$ cat src/rtl/drum_sweep_ctrl_pkg.sv
// Shared definitions for the drum sweep controller: FSM encoding and geometry defaults.
package drum_sweep_ctrl_pkg;

  localparam int unsigned NUM_ROWS_DEF   = 30;
  localparam int unsigned CENTER_ROW_DEF = 15;
  localparam int unsigned ROW_W          = 5;

  typedef enum logic [2:0] {
    ST_INIT   = 3'd0,
    ST_IDLE   = 3'd1,
    ST_SETUP  = 3'd2,
    ST_WAIT   = 3'd3,
    ST_LOAD   = 3'd4,
    ST_COMMIT = 3'd5,
    ST_DONE   = 3'd6
  } state_t;

endpackage

$ cat src/rtl/drum_sweep_ctrl_row_seq.sv
// Row counter for the drum column sweep, with first/last row decodes.
module drum_row_seq
  import drum_sweep_ctrl_pkg::*;
#(
  parameter int unsigned NUM_ROWS = NUM_ROWS_DEF
) (
  input  logic             clk_50,
  input  logic             reset,
  input  logic             clr,
  input  logic             inc,
  output logic [ROW_W-1:0] row_idx,
  output logic             row0,
  output logic             top
);

  always_ff @(posedge clk_50 or negedge reset) begin
    if (!reset) begin
      row_idx <= '0;
    end else if (clr) begin
      row_idx <= '0;
    end else if (inc) begin
      row_idx <= row_idx + 1'b1;
    end
  end

  assign row0 = (row_idx == '0);
  assign top  = (row_idx == ROW_W'(NUM_ROWS - 1));

endmodule

$ cat src/rtl/drum_sweep_ctrl.sv
// Sweep sequencer: walks the column row by row per codec request and publishes the center sample.
module drum_sweep_ctrl
  import drum_sweep_ctrl_pkg::*;
#(
  parameter int unsigned NUM_ROWS   = NUM_ROWS_DEF,
  parameter int unsigned CENTER_ROW = CENTER_ROW_DEF
) (
  input  logic               clk_50,
  input  logic               reset,
  input  logic               sample_req,
  input  logic signed [17:0] center_u,
  input  logic               sample_ready,
  output logic               init_en,
  output logic [ROW_W-1:0]   row_idx,
  output logic [ROW_W-1:0]   rd_addr,
  output logic [ROW_W-1:0]   rd_addr_prev,
  output logic [ROW_W-1:0]   wr_addr,
  output logic               we,
  output logic               we_prev,
  output logic               load_en,
  output logic               commit_en,
  output logic               row0,
  output logic               top,
  output logic signed [17:0] sample,
  output logic               sample_valid,
  output logic               overrun,
  output logic [31:0]        sweep_cycles
);

  state_t             state, state_nxt;
  logic               started;
  logic               pending;
  logic               row_clr, row_inc;
  logic signed [17:0] captured;
  logic [31:0]        cyc_cnt;

  drum_row_seq #(.NUM_ROWS(NUM_ROWS)) u_row_seq (
    .clk_50  (clk_50),
    .reset   (reset),
    .clr     (row_clr),
    .inc     (row_inc),
    .row_idx (row_idx),
    .row0    (row0),
    .top     (top)
  );

  // INIT is held off for one edge so no enable is asserted while reset is low.
  always_ff @(posedge clk_50 or negedge reset) begin
    if (!reset) begin
      state   <= ST_INIT;
      started <= 1'b0;
    end else begin
      state   <= state_nxt;
      started <= 1'b1;
    end
  end

  always_comb begin
    state_nxt    = state;
    row_clr      = 1'b0;
    row_inc      = 1'b0;
    init_en      = 1'b0;
    we           = 1'b0;
    we_prev      = 1'b0;
    load_en      = 1'b0;
    commit_en    = 1'b0;
    rd_addr      = '0;
    rd_addr_prev = '0;
    wr_addr      = '0;
    case (state)
      ST_INIT: begin
        if (started) begin
          init_en = 1'b1;
          we      = 1'b1;
          we_prev = 1'b1;
          wr_addr = row_idx;
          if (top) begin
            row_clr   = 1'b1;
            state_nxt = ST_IDLE;
          end else begin
            row_inc = 1'b1;
          end
        end
      end
      ST_IDLE: begin
        if (sample_req || pending) state_nxt = ST_SETUP;
      end
      ST_SETUP: begin
        rd_addr      = top ? row_idx : row_idx + 1'b1;
        rd_addr_prev = row_idx;
        state_nxt    = ST_WAIT;
      end
      ST_WAIT: state_nxt = ST_LOAD;
      ST_LOAD: begin
        load_en   = 1'b1;
        state_nxt = ST_COMMIT;
      end
      ST_COMMIT: begin
        commit_en = 1'b1;
        we        = 1'b1;
        we_prev   = 1'b1;
        wr_addr   = row_idx;
        if (top) begin
          row_clr   = 1'b1;
          state_nxt = ST_DONE;
        end else begin
          row_inc   = 1'b1;
          state_nxt = ST_SETUP;
        end
      end
      ST_DONE: state_nxt = ST_IDLE;
      default: state_nxt = ST_INIT;
    endcase
  end

  // Counter restarts at 1 on leaving IDLE so it reads the inclusive SETUP..DONE span in DONE.
  always_ff @(posedge clk_50 or negedge reset) begin
    if (!reset) begin
      pending      <= 1'b0;
      overrun      <= 1'b0;
      captured     <= '0;
      sample       <= '0;
      sample_valid <= 1'b0;
      sweep_cycles <= '0;
      cyc_cnt      <= '0;
    end else begin
      if (state == ST_IDLE) begin
        pending <= 1'b0;
      end else if (sample_req) begin
        if (pending) overrun <= 1'b1;
        else         pending <= 1'b1;
      end
      if (state == ST_COMMIT && row_idx == ROW_W'(CENTER_ROW)) captured <= center_u;
      cyc_cnt <= (state == ST_IDLE) ? 32'd1 : cyc_cnt + 32'd1;
      if (state == ST_DONE) begin
        sample       <= captured;
        sample_valid <= 1'b1;
        sweep_cycles <= cyc_cnt;
        if (sample_valid && !sample_ready) overrun <= 1'b1;
      end else if (sample_ready) begin
        sample_valid <= 1'b0;
      end
    end
  end

endmodule

$ cat config.mk
export PLATFORM = sky130hd
export DESIGN_NAME = drum_sweep_ctrl
export DESIGN_NICKNAME = d
export VERILOG_FILES = /design/src/rtl/drum_sweep_ctrl_pkg.sv /design/src/rtl/drum_sweep_ctrl_row_seq.sv /design/src/rtl/drum_sweep_ctrl.sv
export SDC_FILE = /design/constraint.sdc
export NUM_CORES = 1
export LEC_CHECK = 0
export ABC_CLOCK_PERIOD_IN_PS = 3400
export BUFFER_PORTS_ARGS = -buffer_cell sky130_fd_sc_hd__buf_2
export CAP_MARGIN = 5
export CORE_MARGIN = 2
export CORE_UTILIZATION = 35
export CTS_CLUSTER_SIZE = 28
export DETAILED_ROUTE_END_ITERATION = 7
export GPL_TIMING_DRIVEN = 0
export PLACE_DENSITY = 0.61
export RECOVER_POWER = 50
export SKIP_LAST_GASP = 1
export SLEW_MARGIN = 20
export SYNTH_ARGS = -nofsm -noshare
export SYNTH_HDL_FRONTEND = slang
export SYNTH_SLANG_ARGS = --single-unit
export TNS_END_PERCENT = 20
$ cat constraint.sdc
create_clock -name clk_50 -period 3.4 [get_ports clk_50]
set_input_delay 0.34 -clock clk_50 [delete_from_list [all_inputs] [get_ports clk_50]]
set_output_delay 0.34 -clock clk_50 [all_outputs]
set_load 0.005 [all_outputs]
==> impl_metrics.prom <==
# TYPE chip_impl_metric gauge
chip_impl_info{name="outcome",value="complete, no violations"} 1
chip_impl_metric{name="r2r_setup_slack",unit="ns"} 0.86
chip_impl_metric{name="die_y_extent",unit="um"} 123
chip_impl_info{name="critPathCaptureType",value="register"} 1
chip_impl_metric{name="n_antenna_cell",unit=""} 0
chip_impl_metric{name="grt.overflow.total",unit=""} 0
chip_impl_info{name="worstHoldPathType",value="in2reg"} 1
chip_impl_metric{name="use_met2",unit="%"} 24.1
chip_impl_info{name="worstReg2RegStart",value="u_row_seq.row_idx[0]"} 1
chip_impl_metric{name="clock_tree.htree_level_count",unit=""} 3
chip_impl_metric{name="comb_power_share",unit="%"} 2.1
chip_impl_metric{name="synth_top_cell_area_share",unit="%"} 56.7
chip_impl_metric{name="vdd_drop_max",unit="uV"} 246
chip_impl_metric{name="timing.max_slew.rel_slack",unit="%"} 5.29
chip_impl_metric{name="dp.cells",unit=""} 697
chip_impl_metric{name="grt.met1_usage",unit="%"} 19.9
chip_impl_metric{name="worst_setup_hold_path_clk_slew",unit="ns"} 0.08
chip_impl_metric{name="holdPathStages",unit=""} 2
chip_impl_metric{name="yosys_register_bits",unit=""} 112
chip_impl_metric{name="hold_viol",unit=""} 0
chip_impl_metric{name="crit_path_max_fanout",unit=""} 10
chip_impl_metric{name="largest_net_degree_at_the_start_of_global_routing",unit=""} 58
chip_impl_info{name="tritoncts",value="built"} 1
chip_impl_metric{name="total_switching_power",unit="uW"} 528
chip_impl_info{name="primary_flip_flop_cell_chosen_by_synthesis_mapping",value="dfrtp_1"} 1
chip_impl_info{name="yosys-top-cells-area",value="dfrtp_1 57%, mux2_2 15%, nand2_1 2.3%, a21oi_1 2.0%, nor2_1 1.9%"} 1
chip_impl_info{name="grt-busiest-layer",value="met2"} 1
chip_impl_info{name="clk_root_buffer_cell",value="clkbuf_16"} 1
chip_impl_metric{name="num_vias",unit=""} 3588
chip_impl_metric{name="max_slew.worst_pin.slew",unit="ns"} 1.42
chip_impl_metric{name="drive_gt1_share",unit="%"} 31.5
chip_impl_metric{name="fp-row-count",unit=""} 43
chip_impl_metric{name="grt_first_pass_wirelength",unit="um"} 17600
chip_impl_metric{name="drt-wirelength-per-cell",unit="um"} 15.0
chip_impl_metric{name="grtUsageMet3",unit="%"} 3.30
chip_impl_info{name="hold_start",value="center_u[10]"} 1
chip_impl_info{name="start_kind",value="register"} 1
chip_impl_metric{name="ant_nets",unit=""} 0
chip_impl_info{name="synth_area_leader_cell",value="dfrtp_1"} 1
chip_impl_metric{name="slew_viol_final",unit=""} 0
chip_impl_metric{name="clk_latency",unit="ns"} 0.35
chip_impl_metric{name="cell_internal_power",unit="uW"} 1940
chip_impl_metric{name="finClkSkew",unit="ns"} 0.00877
chip_impl_info{name="timing.setup.critical_path_class",value="reg2reg"} 1
chip_impl_metric{name="postRouteWirelength",unit="um"} 10700
chip_impl_metric{name="leakage",unit="uW"} 0.00285
chip_impl_metric{name="drc_errors",unit=""} 0
chip_impl_metric{name="floorplan.die.width",unit="um"} 123
chip_impl_metric{name="drt-pass1-iter-count",unit=""} 4
chip_impl_info{name="regToRegEndpoint",value="captured[9]"} 1
chip_impl_metric{name="cp_data_required_time",unit="ns"} 3.63
chip_impl_metric{name="timing.final.crit_period",unit="ns"} 2.54
chip_impl_metric{name="layout.nets",unit=""} 556
chip_impl_metric{name="antenna_found_initial",unit=""} 0
chip_impl_metric{name="synth-warning-count",unit=""} 0
chip_impl_metric{name="max_freq",unit="MHz"} 394
chip_impl_metric{name="share_of_synthesized_area_occupied_by_flip_flops_and_latches",unit="%"} 56.7
chip_impl_metric{name="ioPinCount",unit=""} 101
chip_impl_metric{name="cap_violations",unit=""} 0
chip_impl_metric{name="place.port_buffers",unit=""} 100
chip_impl_metric{name="synthArstFlopShare",unit="%"} 100
chip_impl_metric{name="syn-mean-instance-area",unit="um^2"} 11.9
chip_impl_info{name="min_delay_worst_endpoint",value="captured[10]"} 1
chip_impl_metric{name="initial_cell_density_of_the_core",unit="%"} 35.7
chip_impl_metric{name="swShare",unit="%"} 21.4
chip_impl_metric{name="post_layout_nonfiller_instances",unit=""} 714
chip_impl_metric{name="syn-instance-count",unit=""} 416
chip_impl_metric{name="worst_r2r_path_depth",unit=""} 6
chip_impl_metric{name="mappedNetlistArea",unit="um^2"} 4940
chip_impl_info{name="rsz0062_at_grt",value="false"} 1
chip_impl_metric{name="global_route.usage.total",unit="%"} 14.9
chip_impl_metric{name="seq_power_share",unit="%"} 54.5
chip_impl_metric{name="place.detailed.hpwl",unit="um"} 7610
chip_impl_metric{name="ys_types",unit=""} 48
chip_impl_metric{name="net_count_after_synthesis",unit=""} 443
chip_impl_metric{name="cts.repair_timing.setup_buffer_count",unit=""} 0
chip_impl_metric{name="core_area",unit="um^2"} 13800
chip_impl_metric{name="die_area",unit="um^2"} 15100
chip_impl_metric{name="final_min_period_over_clock_period",unit="%"} 74.7
chip_impl_metric{name="drt-vias-per-instance",unit=""} 5.03
chip_impl_metric{name="clkSinkCount",unit=""} 112
chip_impl_metric{name="synth_enable_flop_cells",unit=""} 0
chip_impl_metric{name="cts_made_buffers",unit=""} 9
chip_impl_metric{name="gp_routability_congestion",unit=""} 0.793
chip_impl_metric{name="tns",unit="ns"} 0
chip_impl_metric{name="detailedRoute.firstIterationViolations",unit=""} 122
chip_impl_metric{name="finalSetupViolCount",unit=""} 0
chip_impl_metric{name="arrival_time_at_the_worst_endpoint",unit="ns"} 2.77
chip_impl_metric{name="power_frac_clock",unit="%"} 43.4
chip_impl_metric{name="clockBufferDepth",unit=""} 2
chip_impl_metric{name="pwr_density_cell",unit="nW/um^2"} 414
chip_impl_metric{name="grt_pass1_vias",unit=""} 3554
chip_impl_metric{name="area_growth_syn_to_fin",unit="%"} 20.7
synthesized netlist by cell type, types with 2 or more instances:
cell,instances
a21oi_1,20
and2_1,5
and3_1,7
and4_1,2
and4_2,3
buf_2,2
buf_6,2
clkbuf_1,15
clkbuf_8,2
dfrtp_1,112
ha_1,5
inv_1,8
mux2_2,66
mux2i_1,3
nand2_1,30
nand2b_1,3
nand3_1,12
nand4_1,9
nor2_1,25
nor2b_1,3
nor4_1,4
o21ai_0,17
o31ai_1,11
or2_2,5
or3_1,6
or4_1,9
xnor2_1,3
xor2_1,7
cells in the final DEF, fill, tap and decap left out, drive strengths merged, types with 10 or more instances in the layout:
| cell | synthesis | final |
|---|---|---|
| nor2 | 25 | 25 |
| o31ai | 11 | 11 |
| dfrtp | 112 | 112 |
| buf | 5 | 70 |
| nand4 | 10 | 10 |
| inv | 8 | 10 |
| mux2 | 66 | 66 |
| clkbuf | 18 | 63 |
| nand2 | 30 | 30 |
| nand3 | 12 | 12 |
| o21ai | 17 | 17 |
| a21oi | 20 | 20 |
critical path: stages (launching register included):
cell and delay (ns):
dfrtp_1 0.48, ha_1 0.28, and3_1 0.19, ha_1 0.17
nand2_1 0.34, clkbuf_1 0.54, mux2_2 0.41
through the flow:
stage	hold slack, ns	cell area (um^2)	total power (uW)	util, %	worst slack [ns]
after detailed placement	0.334	5700	1430	41.2	0.889
after floorplan	0.0444	4940	1380	-	1.32
after global placement	0.462	5670	1420	41.0	0.661
after CTS	0.202	6020	2530	43.5	0.859
final	0.221	5970	2470	43.1	0.861
after global routing	0.206	5970	2580	43.1	0.703
power by group through the flow:
stage | combinational (uW) | sequential [uW] | clock, uW
3_5_place_dp | 55.5 | 1370 | 0
3_3_place_gp | 48.9 | 1370 | 0
5_1_grt | 61.2 | 1350 | 1170
2_1_floorplan | 9.92 | 1370 | 0
4_1_cts | 56.4 | 1350 | 1120
6_report | 52.5 | 1350 | 1070
cell type report:
cell class	count	area, um^2
clock buffer	9	225
fill	1324	7860
inverter	8	30.0
clock inverter	7	78.8
multi-input combinational	273	1980
sequential	112	2800
timing repair buffer	102	494
buffer	23	129
tap	180	225
sequential cells by signal, summed over array words and instances, names as in the netlist:
signal / flops
captured: 18
started: 1
state: 3
u_row_seq.row_idx: 5
sample_valid: 1
sample: 18
pending: 1
overrun: 1
cyc_cnt: 32
sweep_cycles: 32
routing by layer:
metal | vias up | wire length, um
met4 | 0 | 133
met5 | - | 0
met2 | 96 | 5050
met1 | 1768 | 4910
met3 | 13 | 633
li1 | 1711 | -
cells by family after synthesis:
group,after synthesis,share of synthesized area (%)
fa+ha+maj,5,1.27
buf+inv,31,3.22
xor+xnor,10,1.77
simple gates,132,14.6
flops,112,56.7
compound gates,56,6.71
other cells,1,0.0759
mux,69,15.6
worst max path at each step:
| stage | from | end |
|---|---|---|
| floorplan | u_row_seq.row_idx[0] | captured[10] |
| global placement | reset | captured[2] |
| detailed placement | u_row_seq.row_idx[0] | captured[11] |
| CTS | u_row_seq.row_idx[0] | captured[9] |
| global route | u_row_seq.row_idx[0] | captured[12] |
| finish | u_row_seq.row_idx[0] | captured[9] |
repair_timing:
action	4_1_cts	5_1_grt
hold buffers	1	0
hold endpoints to repair	55	0
resized for setup	0	0
Power figures use the tool's default switching activity.
